### src/rtl/vc_types_pkg.sv
// Shared types and default widths for the victim-cache writeback buffer.
package vc_types_pkg;

  // Writeback engine: idle, or holding a write request to physical memory.
  typedef enum logic [0:0] {
    IDLE  = 1'b0,
    WRITE = 1'b1
  } wb_state_t;

  localparam int unsigned DEF_S_LINE = 256;
  localparam int unsigned DEF_S_ADDR = 32;

endpackage

### src/rtl/vc_wb_fifo.sv
// Storage for pending dirty lines: circular FIFO with per-entry read access
// so the owner can probe every occupied slot.
module vc_wb_fifo
  import vc_types_pkg::*;
#(
  parameter int unsigned s_line = DEF_S_LINE,
  parameter int unsigned s_addr = DEF_S_ADDR,
  parameter int unsigned depth  = 4,
  localparam int unsigned ptr_w = $clog2(depth),
  localparam int unsigned cnt_w = ptr_w + 1
) (
  input  logic              clk,
  input  logic              rst,
  input  logic              push_i,
  input  logic [s_addr-1:0] push_addr_i,
  input  logic [s_line-1:0] push_data_i,
  input  logic              pop_i,
  output logic [s_addr-1:0] head_addr_o,
  output logic [s_line-1:0] head_data_o,
  output logic              full_o,
  output logic              empty_o,
  output logic [cnt_w-1:0]  count_o,
  output logic [ptr_w-1:0]  rd_ptr_o,
  output logic [depth-1:0]  ent_valid_o,
  output logic [s_addr-1:0] ent_addr_o [depth],
  output logic [s_line-1:0] ent_data_o [depth]
);

  logic [s_addr-1:0] addr_mem_q [depth];
  logic [s_line-1:0] data_mem_q [depth];
  logic [ptr_w-1:0]  rd_ptr_q, rd_ptr_d;
  logic [ptr_w-1:0]  wr_ptr_q, wr_ptr_d;
  logic [cnt_w-1:0]  count_q, count_d;
  logic [depth-1:0]  valid_q, valid_d;
  logic              push_ok_s, pop_ok_s;
  logic              full_s, empty_s;

  assign full_s  = (count_q == cnt_w'(depth));
  assign empty_s = (count_q == {cnt_w{1'b0}});

  // Next-state for pointers, occupancy and valid flags; a push into a full
  // FIFO or a pop from an empty one is dropped so count never leaves 0..depth.
  always_comb begin
    push_ok_s = push_i && !full_s;
    pop_ok_s  = pop_i && !empty_s;
    rd_ptr_d  = rd_ptr_q;
    wr_ptr_d  = wr_ptr_q;
    valid_d   = valid_q;
    if (pop_ok_s) begin
      rd_ptr_d          = rd_ptr_q + ptr_w'(1);
      valid_d[rd_ptr_q] = 1'b0;
    end else begin
      rd_ptr_d = rd_ptr_q;
    end
    if (push_ok_s) begin
      wr_ptr_d          = wr_ptr_q + ptr_w'(1);
      valid_d[wr_ptr_q] = 1'b1;
    end else begin
      wr_ptr_d = wr_ptr_q;
    end
    case ({push_ok_s, pop_ok_s})
      2'b10:   count_d = count_q + cnt_w'(1);
      2'b01:   count_d = count_q - cnt_w'(1);
      default: count_d = count_q;
    endcase
  end

  // Pointer, occupancy and valid-flag registers; reset empties the FIFO.
  always_ff @(posedge clk or posedge rst) begin
    if (rst) begin
      rd_ptr_q <= {ptr_w{1'b0}};
      wr_ptr_q <= {ptr_w{1'b0}};
      count_q  <= {cnt_w{1'b0}};
      valid_q  <= {depth{1'b0}};
    end else begin
      rd_ptr_q <= rd_ptr_d;
      wr_ptr_q <= wr_ptr_d;
      count_q  <= count_d;
      valid_q  <= valid_d;
    end
  end

  // Line storage; contents only matter where the valid flag is set.
  always_ff @(posedge clk) begin
    if (push_ok_s) begin
      addr_mem_q[wr_ptr_q] <= push_addr_i;
      data_mem_q[wr_ptr_q] <= push_data_i;
    end
  end

  assign head_addr_o = addr_mem_q[rd_ptr_q];
  assign head_data_o = data_mem_q[rd_ptr_q];
  assign full_o      = full_s;
  assign empty_o     = empty_s;
  assign count_o     = count_q;
  assign rd_ptr_o    = rd_ptr_q;
  assign ent_valid_o = valid_q;
  assign ent_addr_o  = addr_mem_q;
  assign ent_data_o  = data_mem_q;

endmodule

### src/rtl/vc_wb_buffer.sv
// Victim-cache writeback buffer: queues dirty lines, drains them in order to
// physical memory, and optionally answers probes for still-pending lines.
// Build option: define VC_WB_LOOKUP_EN to include the probe comparators;
// without it the lookup ports remain and read back as zero.
module vc_wb_buffer
  import vc_types_pkg::*;
#(
  parameter int unsigned s_line = DEF_S_LINE,
  parameter int unsigned s_addr = DEF_S_ADDR,
  parameter int unsigned depth  = 4
) (
  input  logic                   clk,
  input  logic                   rst,
  input  logic                   evict_valid,
  output logic                   evict_ready,
  input  logic [s_addr-1:0]      evict_addr,
  input  logic [s_line-1:0]      evict_data,
  input  logic                   lookup_read,
  input  logic [s_addr-1:0]      lookup_addr,
  output logic                   lookup_hit,
  output logic [s_line-1:0]      lookup_data,
  output logic [s_addr-1:0]      pmem_address,
  output logic [s_line-1:0]      pmem_wdata,
  output logic                   pmem_write,
  input  logic                   pmem_resp,
  output logic [$clog2(depth):0] count,
  output logic                   empty
);

  localparam int unsigned ptr_w = $clog2(depth);

  wb_state_t         state_q, state_d;
  logic              push_s, pop_s;
  logic              fifo_full_s, fifo_empty_s;
  logic [s_addr-1:0] head_addr_s;
  logic [s_line-1:0] head_data_s;
  logic [ptr_w-1:0]  fifo_rd_ptr_s;
  logic [depth-1:0]  fifo_ent_valid_s;
  logic [s_addr-1:0] fifo_ent_addr_s [depth];
  logic [s_line-1:0] fifo_ent_data_s [depth];

  // Ready comes only from registered occupancy, so a full buffer refuses a
  // line even in the cycle its head is being retired.
  assign evict_ready = !rst && !fifo_full_s;
  assign push_s      = evict_valid && evict_ready;
  assign pop_s       = (state_q == WRITE) && pmem_resp;

  vc_wb_fifo #(
    .s_line (s_line),
    .s_addr (s_addr),
    .depth  (depth)
  ) u_fifo (
    .clk         (clk),
    .rst         (rst),
    .push_i      (push_s),
    .push_addr_i (evict_addr),
    .push_data_i (evict_data),
    .pop_i       (pop_s),
    .head_addr_o (head_addr_s),
    .head_data_o (head_data_s),
    .full_o      (fifo_full_s),
    .empty_o     (fifo_empty_s),
    .count_o     (count),
    .rd_ptr_o    (fifo_rd_ptr_s),
    .ent_valid_o (fifo_ent_valid_s),
    .ent_addr_o  (fifo_ent_addr_s),
    .ent_data_o  (fifo_ent_data_s)
  );

  assign empty = fifo_empty_s;

  // Writeback state register; reset abandons any transfer in flight.
  always_ff @(posedge clk or posedge rst) begin
    if (rst) begin
      state_q <= IDLE;
    end else begin
      state_q <= state_d;
    end
  end

  // Next state: a line arriving into an empty buffer starts the write on the
  // very next cycle; each completion returns to IDLE for one cycle.
  always_comb begin
    state_d = state_q;
    case (state_q)
      IDLE: begin
        if (!fifo_empty_s || push_s) begin
          state_d = WRITE;
        end else begin
          state_d = IDLE;
        end
      end
      WRITE: begin
        if (pmem_resp) begin
          state_d = IDLE;
        end else begin
          state_d = WRITE;
        end
      end
      default: state_d = IDLE;
    endcase
  end

  // The head entry is stable while WRITE holds, since it only moves on pmem_resp.
  assign pmem_write   = (state_q == WRITE);
  assign pmem_address = pmem_write ? head_addr_s : {s_addr{1'b0}};
  assign pmem_wdata   = pmem_write ? head_data_s : {s_line{1'b0}};

`ifdef VC_WB_LOOKUP_EN
  logic              hit_q, hit_d;
  logic [s_line-1:0] data_q, data_d;
  logic [ptr_w-1:0]  lk_idx_s;

  // Probe all occupied slots oldest to newest so the youngest match wins;
  // uses the contents as they stand before the coming edge.
  always_comb begin
    hit_d    = 1'b0;
    data_d   = {s_line{1'b0}};
    lk_idx_s = fifo_rd_ptr_s;
    if (lookup_read) begin
      for (int unsigned k = 0; k < depth; k++) begin
        lk_idx_s = fifo_rd_ptr_s + ptr_w'(k);
        if (fifo_ent_valid_s[lk_idx_s] && (fifo_ent_addr_s[lk_idx_s] == lookup_addr)) begin
          hit_d  = 1'b1;
          data_d = fifo_ent_data_s[lk_idx_s];
        end else begin
          hit_d  = hit_d;
          data_d = data_d;
        end
      end
    end else begin
      hit_d  = 1'b0;
      data_d = {s_line{1'b0}};
    end
  end

  // Registered probe result, presented the cycle after lookup_read.
  always_ff @(posedge clk or posedge rst) begin
    if (rst) begin
      hit_q  <= 1'b0;
      data_q <= {s_line{1'b0}};
    end else begin
      hit_q  <= hit_d;
      data_q <= data_d;
    end
  end

  assign lookup_hit  = hit_q;
  assign lookup_data = data_q;
`else
  logic unused_lookup_s;

  // Probe path absent: fold the otherwise idle probe inputs into a sink.
  always_comb begin
    unused_lookup_s = lookup_read ^ (^lookup_addr) ^ (^fifo_rd_ptr_s) ^ (^fifo_ent_valid_s);
    for (int unsigned k = 0; k < depth; k++) begin
      unused_lookup_s = unused_lookup_s ^ (^fifo_ent_addr_s[k]) ^ (^fifo_ent_data_s[k]);
    end
  end

  assign lookup_hit  = 1'b0;
  assign lookup_data = {s_line{1'b0}};
`endif

endmodule

### config.mk
export PLATFORM = sky130hd
export DESIGN_NAME = vc_wb_buffer
export DESIGN_NICKNAME = d
export VERILOG_FILES = /design/src/rtl/vc_types_pkg.sv /design/src/rtl/vc_wb_fifo.sv /design/src/rtl/vc_wb_buffer.sv
export SDC_FILE = /design/constraint.sdc
export NUM_CORES = 1
export LEC_CHECK = 0
export BUFFER_PORTS_ARGS = -buffer_cell sky130_fd_sc_hd__buf_2
export CORE_AREA = 2 2 338 340
export CTS_BUF_LIST = sky130_fd_sc_hd__clkbuf_16
export CTS_CLUSTER_SIZE = 14
export DETAILED_ROUTE_END_ITERATION = 8
export DIE_AREA = 0 0 340 342
export GPL_TIMING_DRIVEN = 0
export HOLD_SLACK_MARGIN = 0.08
export PLACE_DENSITY = 0.59
export SETUP_SLACK_MARGIN = 0.5
export SLEW_MARGIN = 20
export SYNTH_ARGS = -nofsm -noshare
export SYNTH_HDL_FRONTEND = slang
export SYNTH_SLANG_ARGS = --single-unit
export TNS_END_PERCENT = 5
### constraint.sdc
create_clock -name clk -period 9.17 [get_ports clk]
set_input_delay 2.2925 -clock clk [delete_from_list [all_inputs] [get_ports clk]]
set_output_delay 2.2925 -clock clk [all_outputs]
set_load 0.1 [all_outputs]
==> impl_metrics.yaml, run 1 <==
global_routing:
  antenna_found_initial: 62
  grt_start_max_net_pins: 45
  grt-ovfl-total: 0
  grt_first_pass_wirelength_um: 155000
  grt_pass1_vias: 23500
  grt_usage: 0.183
worst_setup_path:
  critical_path.startpoint: "u_fifo.rd_ptr_o[1]$_DFFE_PP0P_"
  critical_path.slowest_cell: "clkbuf_1"
  crit_type: "register to primary output"
  cpMostUsedCell: "buf_2"
  cp.buffers_inverters: 4
  worstSetupEndpointType: "primary output"
  path_max_fanout: 10
  cp_data_required_time_ns: 6.88
  r2r_start: "u_fifo.count_o[2]$_DFFE_PP0P_"
  worst_path_dominant_cell_family: "buffers and inverters"
  crit_path_start_kind: "register"
  critPathArrivalTime_ns: 3.50
  max_stage_delay_ns: 0.78
  path_cells: "buf_2, clkbuf_1, buf_2, mux4_2, and2_1, buf_2"
detailed_routing:
  viasPerCell: 4.74
  drt-initial-drc-count: 1434
  drcViolationCount: 0
  wl_met1_um: 37200
  vias: 22500
  drtPass1Iterations: 5
  wire_per_inst_um: 22.8
  wl_met2_um: 57200
  routed_wl_um: 108000
  highest_layer: "met5"
  wl_met3_um: 9930
  ant_nets: 0
clock_tree:
  clkSinkCount: 1160
  clkTransAtPathRegs_ns: 0.06
  h-tree-depth: 3
  cts_buffers: 117
  postCtsSetupBuffers: 0
  cts_root_buf: "clkbuf_16"
  cts_buffer_depth: 3
  cts_resized: 0
  cts_tree: "yes"
  postCtsHoldBufs: 0
  clk-insertion-delay-late_ns: 0.71
sta:
  fmax_ghz: 0.173
  fin_crit_sh: 0.632
  clock_skew_ns: 0.0181
  rsz0062_at_grt: "false"
  slew_viol_final: 0
  setup_viol: 0
  tightest_slew_ns: 0.984
  layout_min_cycle_time_ns: 5.80
  hold_viol: 0
  slew_headroom: 0.344
  layout_setup_ws_ns: 3.37
synth:
  yosysSeqAreaShare: 0.760
  synth_common_cells: "1152 x edfxtp_1, 290 x and2_1, 288 x mux4_2"
  syn_inst: 2125
  ys.flop_type: "edfxtp_1"
  yosys.area.top_type_share: 0.756
  synth_largest_area_cell: "edfxtp_1"
  yosys_warnings: 0
  yosysUniqueCellTypes: 25
  synth_seq_cells: 1160
  netlist_area_mm2: 0.0458
  synth_area_per_cell_um2: 21.5
  synthTopCellsByArea: "edfxtp_1 76%, mux4_2 14%, buf_4 4.2%, and2_1 4.0%, buf_2 0.48%"
  synth_edf_count: 1152
  synth_async_sr_flop_share: 0.00690
  yosysMostFrequentCell: "edfxtp_1"
floorplanning:
  start_util: 0.405
  die_w_um: 340
  core_mm2: 0.113
  fp.dieH_um: 342
  boundaryPins: 876
  fp-row-count: 124
  die_area_mm2: 0.116
place:
  dp_slack_ns: 3.43
  dp_hpwl_um: 76200
  place.gp.congestion: 0.772
  port_buffers: 585
status:
  status: "completed"
final_layout:
  drive_gt1_frac: 0.433
  finalNetCount: 3445
  syn_to_final_growth_pct: 22.5
worst_hold_path:
  hp-class: "register to register"
  hold_path_startpoint: "u_fifo.wr_ptr_q[1]$_DFFE_PP0P_"
run:
  maxCapViolations: 0
[per-stage QoR]
stage,util,instances,area [µm²],TNS [ns],hold WS [ns]
final,0.496,4752,56100,0,0.589
after CTS,0.496,4728,56000,0,0.586
after detailed placement,0.462,4507,52300,0,0.572
after floorplan,-,2381,46700,-184.00,0.534
after global placement,0.456,4478,51600,-2175.05,0.543
after global routing,0.496,4744,56100,0,0.601
[state kept, by name, summed over array words and instances (netlist names)]
register           count
u_fifo.ent_addr_o    128
u_fifo.rd_ptr_o        2
u_fifo.wr_ptr_q        2
u_fifo.count_o         3
pmem_write             1
u_fifo.ent_data_o   1024
[cells by family after synthesis]
group | after synthesis | synth area share
DFF | 1160 | 0.760
buffers and inverters | 360 | 0.0536
and+or+nand+nor | 300 | 0.0409
muxes | 290 | 0.142
adders and majority gates | 6 | 0.00180
xor gates and xnor gates | 6 | 0.00115
AOI/OAI and AO/OA | 2 | 0.000383
other | 1 | 0.0000819
[placed cells by master (no fill, tap or decap), types with 2 or more instances in the layout]
master / count
buf_4: 257
buf_6: 11
clkbuf_2: 2
clkbuf_16: 118
clkinv_1: 29
clkinv_16: 2
clkbuf_1: 39
buf_16: 16
conb_1: 257
edfxtp_1: 1152
bufinv_16: 10
clkinv_4: 2
ha_1: 5
clkinv_2: 26
and2_1: 290
clkinvlp_4: 8
diode_2: 24
buf_2: 629
xor2_1: 3
and3_4: 4
xnor2_1: 3
mux4_2: 288
inv_1: 27
buf_12: 13
dfrtp_1: 8
inv_6: 5
[worst reg2reg max path: stages, from the launching register on]
cell and delay [ns]:
dfrtp_1 0.45, or3b_2 0.30, and3_4 0.50, buf_12 0.27, buf_16 0.29, buf_16 0.30, buf_16 0.34, buf_16 0.33
[per-layer routing]
layer,GRT usage,vias up
met1,0.194,11500
met3,0.0728,241
met5,0,-
met4,0.0777,56
met2,0.321,762
li1,-,9990
[cell type report]
| cell class | count | area, µm² |
|---|---|---|
| timing repair buffer | 614 | 3630 |
| clock inverter | 103 | 807 |
| buffer | 353 | 2430 |
| tap | 1512 | 1890 |
| inverter | 7 | 26.3 |
| fill | 9341 | 57000 |
| antenna | 24 | 60.1 |
| multi-input combinational | 861 | 9520 |
| clock buffer | 118 | 2950 |
| sequential | 1160 | 34800 |
[worst paths after layout]
path	to	slack (ns)	depth (start not counted)
setup / recovery	pmem_wdata[151]	3.37	6
hold / removal	u_fifo.wr_ptr_q[1]$_DFFE_PP0P_	0.59	1
setup reg to reg	u_fifo.ent_data_o[357]$_DFFE_PP_	6.02	7
hold reg to reg	u_fifo.wr_ptr_q[1]$_DFFE_PP0P_	0.59	1
max in group asynchronous	u_fifo.count_o[2]$_DFFE_PP0P_	7.31	2
min in group asynchronous	u_fifo.rd_ptr_o[0]$_DFFE_PP0P_	1.58	2
Power of run 1 is not shown: default switching activity piles up to over one toggle a cycle in this logic, so the estimate is an artifact.
==> run 2: changes to the inputs <==
--- a/config.mk
+++ b/config.mk
@@ -5,15 +5,16 @@
 export SDC_FILE = /design/constraint.sdc
 export NUM_CORES = 1
 export LEC_CHECK = 0
+export ABC_AREA = 1
 export BUFFER_PORTS_ARGS = -buffer_cell sky130_fd_sc_hd__buf_2
-export CORE_AREA = 2 2 338 340
+export CORE_AREA = 2 2 344 346
 export CTS_BUF_LIST = sky130_fd_sc_hd__clkbuf_16
 export CTS_CLUSTER_SIZE = 14
 export DETAILED_ROUTE_END_ITERATION = 8
-export DIE_AREA = 0 0 340 342
+export DIE_AREA = 0 0 346 348
 export GPL_TIMING_DRIVEN = 0
 export HOLD_SLACK_MARGIN = 0.08
-export PLACE_DENSITY = 0.59
+export PLACE_DENSITY = 0.63
 export SETUP_SLACK_MARGIN = 0.5
 export SLEW_MARGIN = 20
 export SYNTH_ARGS = -nofsm -noshare
==> constraint.sdc (replaced) <==
create_clock -name clk -period 5.2 [get_ports clk]
set_input_delay 1.3 -clock clk [delete_from_list [all_inputs] [get_ports clk]]
set_output_delay 1.3 -clock clk [all_outputs]
set_load 0.1 [all_outputs]
==> run 2 against run 1 <==
Cell area increased by 8.6%. Routed wire length is 28% higher. Worst setup slack got worse by 2.8 ns. Die area grew 3.6%. Global-route usage grew 4.2 points. Via count rose by 51%. Sequential cell count stayed put. Register-to-register slack worse by 4.1 ns. Non-clock buffer count increased by 158. Sequential share of layout area is 4.9 points lower. Synthesized area increased by 8.4%. Critical path depth stayed put.
==> impl_metrics.yaml, run 2 <==
sta:
  fmax_ghz: 0.216
  hold_viol: 0
  whs_ns: 0.524
  fin_crit_sh: 0.890
  rsz0062_at_grt: "true"
  tns_ns: 0
  slew_viol_final: 0
  slew_headroom: 0.374
  layout_min_cycle_time_ns: 4.63
  setup_viol: 0
  tightest_slew_ns: 0.939
  clock_skew_ns: 0.0410
synth:
  yosysSeqAreaShare: 0.701
  syn_inst: 4579
  synthTopCellsByArea: "edfxtp_1 70%, nand2_1 13%, inv_1 4.5%, buf_4 4.0%, nand3_1 2.9%"
  synth_async_sr_flop_share: 0.00690
  synth_area_per_cell_um2: 10.8
  synth_common_cells: "1743 x nand2_1, 1152 x edfxtp_1, 593 x inv_1"
  ys.flop_type: "edfxtp_1"
  synth_largest_area_cell: "edfxtp_1"
  netlist_area_mm2: 0.0496
  yosys_warnings: 0
  synth_seq_cells: 1160
  yosys.area.top_type_share: 0.697
  synth_edf_count: 1152
  yosysMostFrequentCell: "nand2_1"
  yosysUniqueCellTypes: 21
worst_hold_path:
  hp-class: "register to register"
  holdPathStages: 1
detailed_routing:
  vias: 34100
  wl_met1_um: 52400
  wire_per_inst_um: 19.2
  drt-initial-drc-count: 2482
  highest_layer: "met5"
  wl_met2_um: 70200
  wl_met3_um: 10700
  routed_wl_um: 139000
  viasPerCell: 4.69
  ant_nets: 0
  drtPass1Iterations: 6
  drcViolationCount: 0
global_routing:
  grt-ovfl-total: 0
  antenna_found_initial: 52
  grt_usage: 0.225
  grt_pass1_vias: 32200
  grt_start_max_net_pins: 24
  grt_first_pass_wirelength_um: 203000
floorplanning:
  fp-row-count: 126
  die_area_mm2: 0.120
  start_util: 0.424
  core_mm2: 0.117
  fp.dieH_um: 348
  boundaryPins: 876
  die_w_um: 346
clock_tree:
  h-tree-depth: 3
  clk-insertion-delay-late_ns: 0.72
  cts_root_buf: "clkbuf_16"
  clkTransAtPathRegs_ns: 0.06
  clkSinkCount: 1160
  cts_buffer_depth: 3
  cts_buffers: 120
  postCtsHoldBufs: 0
  cts_tree: "yes"
worst_setup_path:
  critPathArrivalTime_ns: 3.33
  crit_path_start_kind: "register"
  worstSetupEndpointType: "primary output"
  path_max_fanout: 10
  crit_type: "register to primary output"
  ff2ff_path_depth: 11
  cp_data_required_time_ns: 3.90
final_layout:
  finalNetCount: 5934
  final_cell_area_mm2: 0.0609
  layout_common_cells: "1743 x nand2_1, 1152 x edfxtp_1, 731 x buf_2"
  syn_to_final_growth_pct: 22.8
  final_common_cell: "nand2_1"
  final_core_util: 0.521
  drive_gt1_frac: 0.218
  largest_register_ffs: 1024
place:
  port_buffers: 585
  dp_hpwl_um: 97900
  place.gp.congestion: 0.803
  dpl_cell_area_mm2: 0.0569
run:
  maxCapViolations: 0
status:
  status: "completed"
-- run 2: cell families after synthesis --
group           Yosys count  synth area share
compound gates          292            0.0295
xor+xnor                  3          0.000530
fa+ha+maj                 6           0.00166
buf+inv                1074             0.105
flops                  1160             0.701
other cells               1         0.0000756
simple gates           2043             0.162
-- run 2: timing repair --
action / 4_1_cts / 5_1_grt
gates resized for setup: 3 / 2
endpoints found under the setup margin: 16 / 8
hold endpoints to repair: 0 / 0
cloned: 0 / 0
buffers inserted: 0 / 0
-- run 2: area by class of cell --
type / instances / area (µm²)
fill: 10100 / 56100
sequential: 1160 / 34800
antenna: 23 / 57.6
inverter: 595 / 2240
buffer: 479 / 2980
clock inverter: 107 / 945
clock buffer: 120 / 3000
multi-input combinational: 2601 / 10600
tap: 1536 / 1920
timing repair buffer: 646 / 4350
-- run 2: per-stage QoR --
stage               setup slack, ns  std cells
floorplan                     -1.19       4835
global placement              -5.03       6956
detailed placement            0.755       7017
CTS                           0.376       7244
global route                  0.431       7263
finish                        0.571       7267
-- run 2: final timing paths --
check                                          startpoint                                to  slack (ns)
hold / removal              u_fifo.count_o[0]$_DFFE_PP0P_     u_fifo.count_o[0]$_DFFE_PP0P_        0.52
setup / recovery           u_fifo.rd_ptr_o[1]$_DFFE_PP0P_                   pmem_wdata[190]        0.57
min in group asynchronous                             rst     u_fifo.count_o[2]$_DFFE_PP0P_        0.54
hold reg to reg             u_fifo.count_o[0]$_DFFE_PP0P_     u_fifo.count_o[0]$_DFFE_PP0P_        0.52
setup reg to reg            u_fifo.count_o[0]$_DFFE_PP0P_  u_fifo.ent_data_o[116]$_DFFE_PP_        1.92
max in group asynchronous                             rst    u_fifo.wr_ptr_q[1]$_DFFE_PP0P_        4.45
-- run 2: critical path, stage by stage (launching register included) --
cell and delay, ns:
dfrtp_1 0.45, inv_2 0.27, buf_2 0.49, clkbuf_1 0.50, nand3_1 0.16, a21oi_1 0.24
buf_2 0.47
-- run 2: layer usage --
| layer | global-route usage | vias up |
|---|---|---|
| met2 | 0.393 | 1278 |
| met5 | 0 | - |
| li1 | - | 16400 |
| met4 | 0.0945 | 44 |
| met3 | 0.0524 | 292 |
| met1 | 0.266 | 16100 |
Power of run 2 is left out for the same reason.
==> run 3: changes to the inputs <==
--- a/config.mk
+++ b/config.mk
@@ -7,14 +7,14 @@
 export LEC_CHECK = 0
 export ABC_AREA = 1
 export BUFFER_PORTS_ARGS = -buffer_cell sky130_fd_sc_hd__buf_2
-export CORE_AREA = 2 2 344 346
+export CORE_AREA = 2 2 346 348
 export CTS_BUF_LIST = sky130_fd_sc_hd__clkbuf_16
 export CTS_CLUSTER_SIZE = 14
 export DETAILED_ROUTE_END_ITERATION = 8
-export DIE_AREA = 0 0 346 348
+export DIE_AREA = 0 0 348 350
 export GPL_TIMING_DRIVEN = 0
 export HOLD_SLACK_MARGIN = 0.08
-export PLACE_DENSITY = 0.63
+export PLACE_DENSITY = 0.62
 export SETUP_SLACK_MARGIN = 0.5
 export SLEW_MARGIN = 20
 export SYNTH_ARGS = -nofsm -noshare
==> run 3 against run 2 <==
Clock skew is 0.019 ns lower. Non-clock buffer count is 2 higher. Core utilization is 0.48 points lower. Critical path depth stayed put. Maximum frequency is 2.6% lower. Die area is 1.2% higher. Highest routed layer unchanged.
==> impl_metrics.yaml, run 3 (synthesis gave the netlist of run 2 again) <==
sta:
  setup_viol: 0
  slew_viol_final: 0
  rsz0062_at_grt: "true"
  whs_ns: 0.534
  tns_ns: 0
  fmax_ghz: 0.210
  fin_crit_sh: 0.914
  tightest_slew_ns: 0.848
  slew_headroom: 0.435
  layout_setup_ws_ns: 0.447
  hold_viol: 0
  layout_min_cycle_time_ns: 4.75
  clock_skew_ns: 0.0219
detailed_routing:
  wire_per_inst_um: 19.3
  routed_wl_um: 140000
  vias: 33900
  drt-initial-drc-count: 2539
  viasPerCell: 4.68
  drcViolationCount: 0
  drtPass1Iterations: 6
  ant_nets: 0
worst_setup_path:
  cp_data_required_time_ns: 3.90
  critPathArrivalTime_ns: 3.45
  path_max_fanout: 11
  worstSetupEndpointType: "primary output"
  crit_path_start_kind: "register"
  crit_type: "register to primary output"
final_layout:
  finalNetCount: 5935
  syn_to_final_growth_pct: 22.4
  largest_register_ffs: 1024
  final_core_util: 0.516
  layout_common_cells: "1743 x nand2_1, 1152 x edfxtp_1, 729 x buf_2"
  drive_gt1_frac: 0.217
  final_common_cell: "nand2_1"
global_routing:
  antenna_found_initial: 62
  grt_pass1_vias: 31900
  grt_first_pass_wirelength_um: 202000
  grt_usage: 0.224
  grt-ovfl-total: 0
  grt_start_max_net_pins: 24
clock_tree:
  cts_tree: "yes"
  cts_root_buf: "clkbuf_16"
  postCtsHoldBufs: 0
  cts_buffer_depth: 3
  postCtsSetupBuffers: 0
  clk-insertion-delay-late_ns: 0.71
  cts_buffers: 119
  clkSinkCount: 1160
  h-tree-depth: 3
  clkTransAtPathRegs_ns: 0.06
place:
  place.gp.congestion: 0.829
  dp_slack_ns: 0.498
  port_buffers: 585
  dp_hpwl_um: 98400
floorplanning:
  core_mm2: 0.118
  die_w_um: 348
  fp.dieH_um: 350
  fp-row-count: 126
  boundaryPins: 876
  start_util: 0.421
  die_area_mm2: 0.122
run:
  maxCapViolations: 0
worst_hold_path:
  hp-class: "register to register"
status:
  status: "completed"
-- run 3: worst max-delay path, stage by stage (launching register included) --
cell      delay (ns)
dfrtp_1         0.44
inv_2           0.32
buf_2           0.48
clkbuf_1        0.52
nand3_1         0.15
a21oi_1         0.31
buf_2           0.49
-- run 3: repair_timing --
item / CTS / global route
gates resized for setup: 5 / 3
endpoints found under the setup margin: 116 / 28
gates cloned: 0 / 0
-- run 3: final timing paths --
path | from | end | slack, ns | cells past startpoint
worst max-delay path | u_fifo.rd_ptr_o[1]$_DFFE_PP0P_ | pmem_wdata[192] | 0.45 | 6
worst min-delay path | u_fifo.wr_ptr_q[1]$_DFFE_PP0P_ | u_fifo.wr_ptr_q[1]$_DFFE_PP0P_ | 0.53 | 2
worst max register to register | u_fifo.count_o[0]$_DFFE_PP0P_ | u_fifo.ent_data_o[377]$_DFFE_PP_ | 2.26 | 10
worst min register to register | u_fifo.wr_ptr_q[1]$_DFFE_PP0P_ | u_fifo.wr_ptr_q[1]$_DFFE_PP0P_ | 0.53 | 2
max in group asynchronous | rst | pmem_write$_DFF_PP0_ | 4.44 | 2
min in group asynchronous | rst | u_fifo.wr_ptr_q[0]$_DFFE_PP0P_ | 0.56 | 2
-- run 3: layer usage --
metal,up-vias,global-route usage,routed length [µm]
met2,1294,0.381,69400
met3,315,0.0611,11800
li1,16400,-,-
met4,62,0.101,5820
met1,15800,0.264,52500
met5,-,0,423
-- run 3: through the flow --
stage	cells	area, µm²
2_1_floorplan	4835	50600
3_3_place_gp	6956	55500
3_5_place_dp	7019	56900
4_1_cts	7235	60700
5_1_grt	7252	60700
6_report	7257	60800
-- run 3: area by class of cell --
type / instances / area, µm²
Clock buffer: 122 / 3050
Tap cell: 1536 / 1920
Buffer: 479 / 2980
Clock inverter: 94 / 726
Fill cell: 10200 / 57000
Inverter: 595 / 2240
Timing Repair Buffer: 648 / 4360
Sequential cell: 1160 / 34800
Multi-Input combinational cell: 2601 / 10600
Antenna cell: 22 / 55.1
Power of run 3 is left out for the same reason.
